File: config.mk
export PLATFORM = sky130hd
export DESIGN_NAME = branch_predictor_ctrl
export DESIGN_NICKNAME = d
export VERILOG_FILES = /design/src/rtl/branch_predictor_ctrl.sv
export SDC_FILE = /design/constraint.sdc
export NUM_CORES = 1
export LEC_CHECK = 0
export BUFFER_PORTS_ARGS = -buffer_cell sky130_fd_sc_hd__buf_4
export CORE_MARGIN = 2
export CORE_UTILIZATION = 45
export CTS_CLUSTER_DIAMETER = 200
export DETAILED_ROUTE_END_ITERATION = 12
export GPL_ROUTABILITY_DRIVEN = 0
export PLACE_DENSITY = 0.73
export SYNTH_ARGS = -nofsm -noshare
export SYNTH_HDL_FRONTEND = slang
export SYNTH_SLANG_ARGS = --single-unit
File: constraint.sdc
create_clock -name clock -period 7.07 [get_ports clock]
set_input_delay 1.0605 -clock clock [delete_from_list [all_inputs] [get_ports clock]]
set_output_delay 1.0605 -clock clock [all_outputs]
set_load 0.05 [all_outputs]
File: src/rtl/branch_predictor_ctrl.sv
// -----------------------------------------------------------------------------
// branch_predictor_ctrl
//
// Bimodal branch predictor with misprediction recovery. A table of
// 2**IDX_W two-bit saturating counters, indexed by the low address bits,
// answers fetch-stage prediction requests with one cycle of latency. Branch
// outcomes from execute train the table. A wrong prediction raises a flush
// with the corrected fetch address, which is held until the pipeline
// acknowledges it.
//
// Ports
//   clock, reset_n      : single rising-edge clock, async active-low reset
//   predict_req/addr    : prediction request from fetch
//   predict_ready       : request accepted when high together with predict_req
//   predict_valid/taken : one-cycle pulse carrying the predicted direction
//   resolve_*           : executed branch outcome (addr, target, taken, pred)
//   resolve_ready       : outcome accepted when high together with resolve_valid
//   flush/redirect_addr : flush request and corrected fetch address
//   flush_ack           : pipeline has completed the flush
//   mispredict_count    : saturating count of mispredictions since reset
// -----------------------------------------------------------------------------
module branch_predictor_ctrl #(
    parameter int IDX_W  = 4,
    parameter int ADDR_W = 11
) (
    input  logic              clock,
    input  logic              reset_n,
    input  logic              predict_req,
    input  logic [ADDR_W-1:0] predict_addr,
    output logic              predict_ready,
    output logic              predict_valid,
    output logic              predict_taken,
    input  logic              resolve_valid,
    input  logic [ADDR_W-1:0] resolve_addr,
    input  logic [ADDR_W-1:0] resolve_target,
    input  logic              resolve_taken,
    input  logic              resolve_pred,
    output logic              resolve_ready,
    output logic              flush,
    output logic [ADDR_W-1:0] redirect_addr,
    input  logic              flush_ack,
    output logic [15:0]       mispredict_count
);

    localparam int DEPTH = 1 << IDX_W;

    typedef enum logic [1:0] {
        IDLE       = 2'd0,
        UPDATE     = 2'd1,
        FLUSH_WAIT = 2'd2
    } state_e;

    state_e              state_q, state_d;
    logic [1:0]          ctr_q [DEPTH];
    logic [1:0]          ctr_d [DEPTH];
    logic [ADDR_W-1:0]   cap_addr_q, cap_addr_d;
    logic [ADDR_W-1:0]   cap_target_q, cap_target_d;
    logic                cap_taken_q, cap_taken_d;
    logic                cap_pred_q, cap_pred_d;
    logic                pred_valid_q, pred_valid_d;
    logic                pred_taken_q, pred_taken_d;
    logic                flush_q, flush_d;
    logic [ADDR_W-1:0]   redirect_q, redirect_d;
    logic [15:0]         mis_cnt_q, mis_cnt_d;
    logic [IDX_W-1:0]    upd_idx;

    // Resolve has priority: fetch is held off whenever an outcome is pending.
    assign resolve_ready    = (state_q == IDLE);
    assign predict_ready    = (state_q == IDLE) && !resolve_valid;

    assign predict_valid    = pred_valid_q;
    assign predict_taken    = pred_taken_q;
    assign flush            = flush_q;
    assign redirect_addr    = redirect_q;
    assign mispredict_count = mis_cnt_q;

    assign upd_idx = cap_addr_q[IDX_W-1:0];

    // Predictions are only accepted in IDLE and the table is only written in
    // UPDATE, so a read always sees the registered (pre-update) counter.
    always_comb begin
        // NOTE: every variable gets a default before the case so no path
        // leaves one unassigned, which would otherwise infer a latch.
        state_d      = state_q;
        ctr_d        = ctr_q;
        cap_addr_d   = cap_addr_q;
        cap_target_d = cap_target_q;
        cap_taken_d  = cap_taken_q;
        cap_pred_d   = cap_pred_q;
        pred_valid_d = 1'b0;
        pred_taken_d = pred_taken_q;
        flush_d      = flush_q;
        redirect_d   = redirect_q;
        mis_cnt_d    = mis_cnt_q;

        unique case (state_q)
            IDLE: begin
                if (resolve_valid) begin
                    cap_addr_d   = resolve_addr;
                    cap_target_d = resolve_target;
                    cap_taken_d  = resolve_taken;
                    cap_pred_d   = resolve_pred;
                    state_d      = UPDATE;
                end else if (predict_req) begin
                    pred_valid_d = 1'b1;
                    pred_taken_d = ctr_q[predict_addr[IDX_W-1:0]][1];
                end
            end

            UPDATE: begin
                if (cap_taken_q && (ctr_q[upd_idx] != 2'd3)) begin
                    ctr_d[upd_idx] = ctr_q[upd_idx] + 2'd1;
                end else if (!cap_taken_q && (ctr_q[upd_idx] != 2'd0)) begin
                    ctr_d[upd_idx] = ctr_q[upd_idx] - 2'd1;
                end

                if (cap_taken_q == cap_pred_q) begin
                    state_d = IDLE;
                end else begin
                    flush_d    = 1'b1;
                    // Not-taken recovery resumes at the fall-through address,
                    // wrapping at the top of the address space.
                    redirect_d = cap_taken_q ? cap_target_q
                                             : cap_addr_q + ADDR_W'(1);
                    if (mis_cnt_q != 16'hFFFF) begin
                        mis_cnt_d = mis_cnt_q + 16'd1;
                    end
                    state_d = FLUSH_WAIT;
                end
            end

            FLUSH_WAIT: begin
                if (flush_ack) begin
                    flush_d = 1'b0;
                    state_d = IDLE;
                end
            end

            default: state_d = IDLE;
        endcase
    end

    // NOTE: the counter table lives in flops rather than RAM because every
    // entry must return to weakly-not-taken asynchronously on reset.
    always_ff @(posedge clock or negedge reset_n) begin
        if (!reset_n) begin
            state_q      <= IDLE;
            for (int i = 0; i < DEPTH; i++) begin
                ctr_q[i] <= 2'b01;
            end
            cap_addr_q   <= '0;
            cap_target_q <= '0;
            cap_taken_q  <= 1'b0;
            cap_pred_q   <= 1'b0;
            pred_valid_q <= 1'b0;
            pred_taken_q <= 1'b0;
            flush_q      <= 1'b0;
            redirect_q   <= '0;
            mis_cnt_q    <= '0;
        end else begin
            // NOTE: non-blocking assignments so all state updates see the
            // pre-edge values, independent of statement order.
            state_q      <= state_d;
            ctr_q        <= ctr_d;
            cap_addr_q   <= cap_addr_d;
            cap_target_q <= cap_target_d;
            cap_taken_q  <= cap_taken_d;
            cap_pred_q   <= cap_pred_d;
            pred_valid_q <= pred_valid_d;
            pred_taken_q <= pred_taken_d;
            flush_q      <= flush_d;
            redirect_q   <= redirect_d;
            mis_cnt_q    <= mis_cnt_d;
        end
    end

endmodule

==> impl_metrics.py <==
metrics = {
    "flow_run": {
        "maxCapViolCount": 0,
    },
    "finish": {
        "diodes": 0,
        "layout.nets": 489,
        "areaGrowthSynthToFinish_pct": 16.4,
        "fillCellCount": 860,
        "drive_gt1_share_pct": 36.2,
    },
    "clock_tree": {
        "cts_resized": 0,
        "post_cts_buffers": 0,
        "path_clk_slew_ps": 80,
        "holdBufCountCts": 0,
        "numClockSinks": 88,
        "clockBufferDepth": 2,
        "htree_levels": 3,
        "tritoncts.num_buffers": 9,
        "clk_latency_ps": 360,
        "cts_root_buf": "clkbuf_8",
        "cts_tree": "yes",
    },
    "drt": {
        "viasPerCell": 5.38,
        "wl_um": 9340,
        "drc": 0,
        "vias": 3120,
        "drtAntennaViolNets": 0,
        "drt_iter0_drc": 163,
        "drt_pass1_iterations": 4,
        "wire_per_inst_um": 16.1,
    },
    "floorplan": {
        "die_area_sq_mm": 0.0108,
        "rows": 36,
        "io_pins": 72,
        "die_h_um": 104,
        "coreArea_sq_mm": 0.00973,
        "die_w_um": 104,
        "initial_utilization_pct": 46.2,
    },
    "critical_path": {
        "rr_startpoint": "cap_addr_q[0]$_DFFE_PN0P_",
        "cpPeakStageDelay_ps": 970,
        "critPathRequiredTime_ps": 7360,
        "path_cells": "mux4_1 > mux4_2 > inv_2 > ha_1 > xnor2_1 > mux2_2",
        "cp.depth": 6,
        "cp-end-kind": "register",
        "crit_type": "reg2reg",
        "cpMaxStageDelayCell": "xnor2_1",
        "r2r_slack_ps": 3290,
        "arrival_ps": 4070,
        "critPathLaunchType": "register",
        "path_buf_inv": 1,
        "cp_top_family": "multiplexers",
        "cp-startpoint": "cap_addr_q[0]$_DFFE_PN0P_",
        "worstRegToRegCells": 6,
        "cp-endpoint": "ctr_q[1]$_DFFE_PN0P_",
        "r2r-end": "ctr_q[1]$_DFFE_PN0P_",
        "critPathMaxFanout": 18,
    },
    "timing": {
        "finalSetupViolations": 0,
        "tns_ps": 0,
        "hold_violations": 0,
        "rsz0062_at_grt": "false",
        "final.period_utilization_pct": 53.4,
        "tightest_slew_ps": 1230,
        "skew_ps": 9.44,
        "slew_viol_final": 0,
        "finalCriticalPeriod_ps": 3780,
        "clock.fmax_mhz": 265,
        "slew_headroom_pct": 17.5,
    },
    "grt": {
        "grtUsageTotal_pct": 18.4,
        "grt_antenna_before_repair": 0,
        "grt_max_degree": 89,
        "grt.overflow.total": 0,
        "grt_pass1_wl_um": 16100,
        "grt_pass1_vias": 3257,
    },
    "worst_hold_path": {
        "min_path_type": "reg2reg",
    },
    "synth": {
        "avgSynthCellArea_sq_um": 11.7,
        "yosys_warnings": 0,
        "synthesis.area_sq_mm": 0.00450,
        "async_reset_ff_share_pct": 100,
        "netlist_instances": 384,
        "synth-seq-cells": 88,
        "ys.flop_type": "dfrtp_1",
        "synth_edf_count": 0,
        "yosysUniqueCellTypes": 45,
        "seq_area_frac_synth_pct": 49.4,
        "synth_nets": 431,
    },
    "power_and_ir_drop": {
        "seqPwrFrac_pct": 39.7,
        "switching_power_mw": 1.02,
        "sw_frac_of_total_pct": 42.5,
        "p_leak_nw": 2.40,
        "p_comb_share_pct": 45.3,
        "pwr-share-clk_pct": 15.0,
        "power_density_mw_per_mm2": 457,
        "p_int_mw": 1.38,
        "totalPowerFinal_mw": 2.39,
        "max-vdd-ir-drop_mv": 0.172,
    },
    "placement": {
        "io_buffers": 64,
        "hpwl_um": 6540,
    },
    "outcome": {
        "status": "completed",
    },
}
-- Yosys cell counts, types with 10 or more instances --
library cell / count / share of area, %
xor2_1: 12 / 2.3
nand2_1: 41 / 3.4
dfrtp_1: 72 / 40
clkbuf_1: 10 / 0.83
inv_1: 11 / 0.92
mux2i_1: 12 / 2.7
nor3_1: 12 / 1.3
mux2_2: 56 / 14
nor2_1: 11 / 0.92
nand3_1: 17 / 1.9
dfstp_2: 16 / 9.3
o21ai_0: 19 / 2.1
-- cells in the final DEF (no fill, tap or decap), types with 4 or more instances in the layout --
master / n
nand3_1: 17
buf_4: 65
dfstp_2: 16
mux4_2: 6
inv_1: 11
nor2_1: 11
and3_1: 6
a21oi_1: 7
nor3_1: 12
and2_1: 4
o211ai_1: 5
ha_1: 7
nand4_1: 5
mux2i_1: 12
o21ai_0: 19
mux2_2: 56
nand2_1: 41
a31oi_1: 4
xnor2_1: 7
o21a_1: 5
dfrtp_1: 72
xor2_1: 12
clkbuf_8: 11
-- worst min-delay path by stage --
| stage | start | endpoint | cells past startpoint |
|---|---|---|---|
| 2_1_floorplan | cap_target_q[5]$_DFFE_PN0P_ | cap_target_q[5]$_DFFE_PN0P_ | 1 |
| 3_3_place_gp | redirect_addr[4]$_DFFE_PN0P_ | redirect_addr[4]$_DFFE_PN0P_ | 2 |
| 3_5_place_dp | redirect_addr[2]$_DFFE_PN0P_ | redirect_addr[2]$_DFFE_PN0P_ | 2 |
| 4_1_cts | redirect_addr[2]$_DFFE_PN0P_ | redirect_addr[2]$_DFFE_PN0P_ | 2 |
| 5_1_grt | cap_target_q[9]$_DFFE_PN0P_ | cap_target_q[9]$_DFFE_PN0P_ | 1 |
| 6_report | redirect_addr[2]$_DFFE_PN0P_ | redirect_addr[2]$_DFFE_PN0P_ | 2 |
-- area by class of cell --
| class | instances | area (sq um) | share of cell area, % |
|---|---|---|---|
| Clock buffer | 12 | 155 | 2.96 |
| Clock inverter | 4 | 52.6 | 1.00 |
| Inverter | 12 | 45.0 | 0.860 |
| Multi-Input combinational cell | 266 | 2110 | 40.2 |
| Sequential cell | 88 | 2220 | 42.4 |
| Tap cell | 133 | 166 | 3.18 |
| Timing Repair Buffer | 65 | 488 | 9.32 |
-- per-layer routing --
metal | share of wire [%] | track usage, % | vias to the layer above
li1 | - | - | 1501
met1 | 46 | 24.7 | 1542
met2 | 48 | 28.7 | 69
met3 | 4.5 | 4.20 | 8
met4 | 1.3 | 8.01 | 0
met5 | 0 | 0 | -
-- worst reg2reg max path, cell delays in order, from the launching register on --
cell     delay [ps]
dfrtp_1         920
mux4_1          690
mux4_2          500
inv_2            70
ha_1            240
xnor2_1         970
mux2_2          330
-- kinds of logic (layout without fill, tap and decap cells) --
group / count (synthesis) / in the layout / share of synthesized area [%]
mux: 77 / 77 / 21.4
compound gates: 48 / 48 / 6.56
flops: 88 / 88 / 49.4
fa+ha+maj: 7 / 7 / 1.95
buf+inv: 30 / 93 / 3.78
simple gates: 115 / 115 / 13.2
xor+xnor: 19 / 19 / 3.70
-- metrics by stage --
step	cells	hold slack, ps	util, %	setup slack [ps]	instance area (sq um)
final	580	482	53.8	3290	5240
after global routing	580	528	53.8	2950	5240
after CTS	580	494	53.8	3270	5240
after detailed placement	564	474	51.7	3290	5030
after global placement	564	464	51.7	3430	5030
after floorplan	384	472	-	3900	4500
-- power by group through the flow --
stage	logic (mW)	clock network [mW]	registers (mW)
2_1_floorplan	0.757	0	1.01
3_3_place_gp	1.05	0	0.943
3_5_place_dp	1.09	0	0.957
4_1_cts	1.09	0.371	0.949
5_1_grt	1.19	0.393	0.985
6_report	1.08	0.360	0.949
(Power assumes the default switching activity.)
